[config.mk]
export PLATFORM = sky130hd
export DESIGN_NAME = mem_slave_flat
export DESIGN_NICKNAME = d
export VERILOG_FILES = /design/src/rtl/mem_slave_if.sv /design/src/rtl/mem_slave.sv /design/src/flat_wrapper.sv
export SDC_FILE = /design/constraint.sdc
export NUM_CORES = 1
export LEC_CHECK = 0
export ABC_CLOCK_PERIOD_IN_PS = 6000
export BUFFER_PORTS_ARGS = -buffer_cell sky130_fd_sc_hd__buf_2
export CORE_MARGIN = 4
export CORE_UTILIZATION = 64
export CTS_CLUSTER_SIZE = 16
export DETAILED_ROUTE_END_ITERATION = 6
export PLACE_DENSITY = 0.85
export RECOVER_POWER = 50
export SLEW_MARGIN = 20
export SYNTH_ARGS = -nofsm -noshare
export SYNTH_HDL_FRONTEND = slang
export SYNTH_SLANG_ARGS = --single-unit
[constraint.sdc]
create_clock -name clk -period 6 [get_ports clk]
set_input_delay 0.9 -clock clk [delete_from_list [all_inputs] [get_ports clk]]
set_output_delay 0.9 -clock clk [all_outputs]
set_load 0.02 [all_outputs]
[src/rtl/mem_slave_if.sv]
// Request/response bus between a memory master and mem_slave.
// Signal names match the original flat port list of mem_slave.
`ifndef WIDTH
`define WIDTH 16
`endif
`ifndef ADDR_WIDTH
`define ADDR_WIDTH 4
`endif
`ifndef DEPTH
`define DEPTH 12
`endif

interface mem_slave_if;
  logic                   valid;
  logic                   wr_rd;
  logic [`ADDR_WIDTH-1:0] addr;
  logic [`WIDTH-1:0]      wdata;
  logic                   ready;
  logic [`WIDTH-1:0]      rdata;
  logic                   err;
  logic [7:0]             wr_cnt;
  logic [7:0]             rd_cnt;

  modport slave (
    input  valid, wr_rd, addr, wdata,
    output ready, rdata, err, wr_cnt, rd_cnt
  );

  modport master (
    output valid, wr_rd, addr, wdata,
    input  ready, rdata, err, wr_cnt, rd_cnt
  );
endinterface

[src/rtl/mem_slave.sv]
// Single-cycle register-file memory slave with out-of-range error flag
// and saturating accepted-write/read counters.
`ifndef WIDTH
`define WIDTH 16
`endif
`ifndef ADDR_WIDTH
`define ADDR_WIDTH 4
`endif
`ifndef DEPTH
`define DEPTH 12
`endif

module mem_slave (
  input  logic        clk,
  input  logic        rst,
  mem_slave_if.slave  bus
);

  typedef enum logic {IDLE, ACK} state_t;

  state_t              r_state;
  state_t              w_next;
  logic                w_ready;
  logic                w_in_range;
  logic [`WIDTH-1:0]   r_mem [`DEPTH];
  logic [`WIDTH-1:0]   r_rdata;
  logic                r_err;
  logic [7:0]          r_wr_cnt;
  logic [7:0]          r_rd_cnt;

  assign w_in_range = (32'(bus.addr) < 32'(`DEPTH));

  always_comb begin
    w_next  = r_state;
    w_ready = 1'b0;
    case (r_state)
      IDLE: begin
        w_ready = 1'b0;
        if (bus.valid) w_next = ACK;
      end
      ACK: begin
        w_ready = 1'b1;
        if (!bus.valid) w_next = IDLE;
      end
      default: w_next = IDLE;
    endcase
  end

  // Reset wins over a concurrent request, so nothing is accepted while rst=1.
  always_ff @(posedge clk) begin
    if (rst) begin
      r_state  <= IDLE;
      r_rdata  <= '0;
      r_err    <= 1'b0;
      r_wr_cnt <= '0;
      r_rd_cnt <= '0;
      for (int unsigned i = 0; i < `DEPTH; i++) begin
        r_mem[`ADDR_WIDTH'(i)] <= '0;
      end
    end else begin
      r_state <= w_next;
      if (bus.valid) begin
        r_err <= !w_in_range;
        if (bus.wr_rd) begin
          if (w_in_range) begin
            r_mem[bus.addr] <= bus.wdata;
            if (r_wr_cnt != 8'hFF) r_wr_cnt <= r_wr_cnt + 8'd1;
          end
        end else begin
          r_rdata <= w_in_range ? r_mem[bus.addr] : '0;
          if (w_in_range && r_rd_cnt != 8'hFF) r_rd_cnt <= r_rd_cnt + 8'd1;
        end
      end else begin
        r_err <= 1'b0;
      end
    end
  end

  assign bus.ready  = w_ready;
  assign bus.rdata  = r_rdata;
  assign bus.err    = r_err;
  assign bus.wr_cnt = r_wr_cnt;
  assign bus.rd_cnt = r_rd_cnt;

endmodule

[src/flat_wrapper.sv]
// flat-port wrapper written by rule: the top's interface ports become plain ports
module mem_slave_flat 
  (clk, rst, bus_valid, bus_wr_rd, bus_addr, bus_wdata, bus_ready, bus_rdata, bus_err, bus_wr_cnt, bus_rd_cnt);
  mem_slave_if bus_i ();
  input  logic clk;
  input  logic rst;
  input wire logic [$bits(bus_i.valid)-1:0] bus_valid;
  input wire logic [$bits(bus_i.wr_rd)-1:0] bus_wr_rd;
  input wire logic [$bits(bus_i.addr)-1:0] bus_addr;
  input wire logic [$bits(bus_i.wdata)-1:0] bus_wdata;
  output wire logic [$bits(bus_i.ready)-1:0] bus_ready;
  output wire logic [$bits(bus_i.rdata)-1:0] bus_rdata;
  output wire logic [$bits(bus_i.err)-1:0] bus_err;
  output wire logic [$bits(bus_i.wr_cnt)-1:0] bus_wr_cnt;
  output wire logic [$bits(bus_i.rd_cnt)-1:0] bus_rd_cnt;
  assign bus_i.valid = bus_valid;
  assign bus_i.wr_rd = bus_wr_rd;
  assign bus_i.addr = bus_addr;
  assign bus_i.wdata = bus_wdata;
  assign bus_ready = bus_i.ready;
  assign bus_rdata = bus_i.rdata;
  assign bus_err = bus_i.err;
  assign bus_wr_cnt = bus_i.wr_cnt;
  assign bus_rd_cnt = bus_i.rd_cnt;
  mem_slave u_core (.clk(clk), .rst(rst), .bus(bus_i));
endmodule
Yosys cells after proc, flatten, opt, wreduce, memory -nomap -nowiden:

Memory sizes are Yosys's and may differ from the RTL's.
Cells that the tools add are included.

* memories kept: 1
* flip-flop bits (word level): 34
* bits in writable memories: 192
* word-level logic and storage cells: 34
* input port bits: 24

Memory list
* u_core.r_mem: depth 12, width 16, read ports 1, clocked after memory_dff 0, wr ports 12, line mem_slave.sv:25 `` logic [`WIDTH-1:0] r_mem [`DEPTH]; ``

* order comparisons: 1
* add/subtract/negate cells: 2
* eq/ne operators: 2
* bitwise gates (word level): 3
* muxes and demuxes: 13
* reductions and logical operators: 7

Operators with widths (count)
* $mux 16: 2
* $add 8x1->8 const B: 2
* $ne 8x8->1 const B: 2
* $reduce_or 16->1: 1
* $mux 1: 9
* $lt 4x4->1 const B: 1
* $mux 4: 1
* $reduce_and 4->1: 1
* $not 1->1: 3
* $reduce_and 3->1: 1
* $pmux 1 s2: 1
* $reduce_and 2->1: 1
* $reduce_or 2->1: 1
* $logic_and 1x1->1: 1
* $logic_not 1->1: 1

Longest topological paths before layout:

* depth in word-level cells: 8
* gate-level depth with buffers: 7
* gate-level depth less buffers: 5

Least setup slack after synthesis:

OpenSTA, ideal clock, no wires.

* path type: in2reg
* from: input rst
* to: memory u_core.r_mem[0][0] in the netlist's numbering, enable pin
* setup slack: 3.509 ns
* buffers on the path: 0
* data arrival time: 2.157 ns
* cell stages on the path: 4
* cell sequence: nand2b_4 -> or4b_4 -> nor3_4 -> or2_2

RTL lines
* start: declaration: line flat_wrapper.sv:6 `input logic rst;`
* end: declaration: line mem_slave.sv:25

==> results.yml <==
status:
  outcome: "finished with violations"
  violations: "max-capacitance violations, max-slew violations"
setup_path:
  crit_required_ps: 6170
  slowest_stage: "nor3_1"
  crit_fanout: 31
  crit_type: "primary input to flip-flop"
  path_buf_inv: 1
  crit_arrival_ps: 4090
  end_kind: "flip-flop"
  r2r_start: "u_core.bus.rd_cnt[0]$_SDFFE_PP0P_"
  path_delay_family: "simple AND/OR/NAND/NOR gates"
  critPathLaunch: "rst"
  cp-start-kind: "primary input"
  path_cells: "clkbuf_1 > nand2b_1 > or4b_1 > nor3_1 > or2_2"
  critical_path.max_stage_delay_ps: 1030
  r2r_cells: 5
  crit_cells: 5
min_path:
  hold_depth: 1
  min-delay-start: "u_core.bus.rdata[12]$_SDFFE_PP0P_"
  hp-class: "flip-flop to flip-flop"
power_and_ir_drop:
  p_sw_uw: 767
  p_int_uw: 2740
  pwr-share-seq: 0.517
  vdd_drop_max_mv: 0.331
  power_density_mw_per_mm2: 316
  power.share.switching: 0.219
  p_leak_uw: 0.00369
  comb_power_share: 0.062
  p_clk_frac: 0.421
grt:
  grt_max_degree: 100
  grt_pass1_vias: 6020
  grt_pass1_wl_um: 35900
  grt_use_total: 0.267
  grt.overflow.total: 0
  antenna_found_initial: 0
floorplan:
  num_rows: 45
  die_width_um: 134
  die_y_um: 134
  initial_core_util: 0.659
  design.core.area_mm2: 0.0153
  dieArea_mm2: 0.0178
  io-pin-count: 58
sta:
  period_needed_ps: 3920
  period_share: 0.653
  hold_viol_final: 0
  grt_setup_unrepaired: "false"
  slew_violations: 31
  finalClockSkew_ps: 12.3
  fmax_mhz: 255
  relSlewSlack: -0.00139
  finalSetupViolCount: 0
  worst_pin_slew_ps: 1500
  tns_ps: 0
  holdWs_ps: 482
cts:
  clk_pin_slew_ps: 60
  cts_buffers: 23
  htree_levels: 1
  hold_buffers: 0
  cts.sinks: 226
  post_cts.repair.setup_buffers: 0
  clock_latency_ps: 510
  cts-root-buf: "clkbuf_16"
  cts_tree: "done"
  ctsLongestPathBuffers: 3
  ctsResizeCount: 0
detailed_routing:
  num_vias: 6108
  drt_iter0_markers: 756
  ant_nets: 0
  drtPass1Iterations: 5
  wl_per_cell_um: 24.1
  routed_via_density: 6.22
  drt_wl_total_um: 23600
  drc_errors: 0
yosys:
  ys_top_cells_by_count: "194 x and2_1, 192 x edfxtp_1, 36 x clkbuf_1"
  synth.distinct_cells: 42
  synth-edff-count: 192
  synthTopCellsByArea: "edfxtp_1 57%, and2_1 12%, mux4_2 7.4%"
  yosysTopAreaCellShare: 0.571
  yosysWarnings: 0
  synthesis.nets: 751
  yosys.area.top_type: "edfxtp_1"
  synth_async_sr_flop_share: 0
  synth_area_mm2: 0.0101
  synth.avg_cell_area_um2: 13.9
  synth_seq_cells: 226
  synth_cells: 725
  ys_seq_area_frac: 0.639
  synthMostInstantiatedCell: "and2_1"
  synth_ff_type: "edfxtp_1"
placement:
  portBuffers: 57
  routabilityCongestion: 0.904
  hpwl_um: 15500
finish:
  area_delta_synth_final_pct: 9.97
  post-route-util: 0.725
  diodes: 0
  final_nets: 780
  drive_gt1_frac: 0.136
run:
  max_cap_violations: 1
## metrics by stage
stage	instances	cell area (um^2)	setup WS [ps]	power, uW
final	982	11100	2080	3500
after floorplan	725	10100	3510	1980
after CTS	982	11200	2920	3510
after detailed placement	940	10400	2410	2060
after global routing	982	11100	1790	3600
after global placement	940	10400	2580	2050
## layout by cell type, fill, tap and decap left out, drive strengths merged, types with 13 or more instances in the layout
master,n
and2,194
edfxtp,192
clkbuf,71
dfxtp,34
nor2,34
mux4,33
nor2b,31
a211oi,30
buf,23
nor4,15
a221o,15
or2,13
## kinds of logic after synthesis
logic type | after synthesis | share of synthesized area
xor gates and xnor gates | 3 | 0.00260
AOI/OAI and AO/OA | 70 | 0.0527
and+or+nand+nor | 326 | 0.197
DFF | 226 | 0.639
buffers and inverters | 61 | 0.0288
adders and majority gates | 2 | 0.00248
muxes | 37 | 0.0776
## final cells by class
class                   count  area, um^2
well taps                 211         264
clock buffers              33         686
flip-flops and latches    226        6450
repair buffers             61         269
inverters                   4        15.0
clock inverters             9        98.8
fillers                  1022        4220
multi-input cells         438        3320
## power groups by stage
stage / Clock [uW] / Combinational [uW] / Sequential, uW
2_1_floorplan: 0 / 139 / 1840
3_3_place_gp: 0 / 213 / 1840
3_5_place_dp: 0 / 220 / 1840
4_1_cts: 1470 / 222 / 1810
5_1_grt: 1550 / 232 / 1820
6_report: 1470 / 219 / 1810
## state kept, by name, indices dropped and copies added, names as in the netlist
register	cells
u_core.r_mem	192
u_core.bus.rdata	16
u_core.bus.rd_cnt	8
u_core.bus.wr_cnt	8
u_core.bus.err	1
u_core.r_state	1
## final timing paths
kind	end	slack (ps)
setup / recovery	u_core.r_mem[0][11]$_SDFFCE_PN0P_	2080
hold reg to reg	u_core.bus.rdata[12]$_SDFFE_PP0P_	480
setup reg to reg	u_core.bus.rd_cnt[1]$_SDFFE_PP0P_	4100
hold / removal	u_core.bus.rdata[12]$_SDFFE_PP0P_	480
## per-layer routing
metal / track usage / vias up / share of wire
li1: - / 2718 / -
met3: 0.0495 / 45 / 0.088
met2: 0.445 / 307 / 0.49
met1: 0.369 / 3038 / 0.39
met4: 0.0657 / 0 / 0.027
met5: 0 / - / 0
No activity file was read; power rests on OpenSTA's default activity.
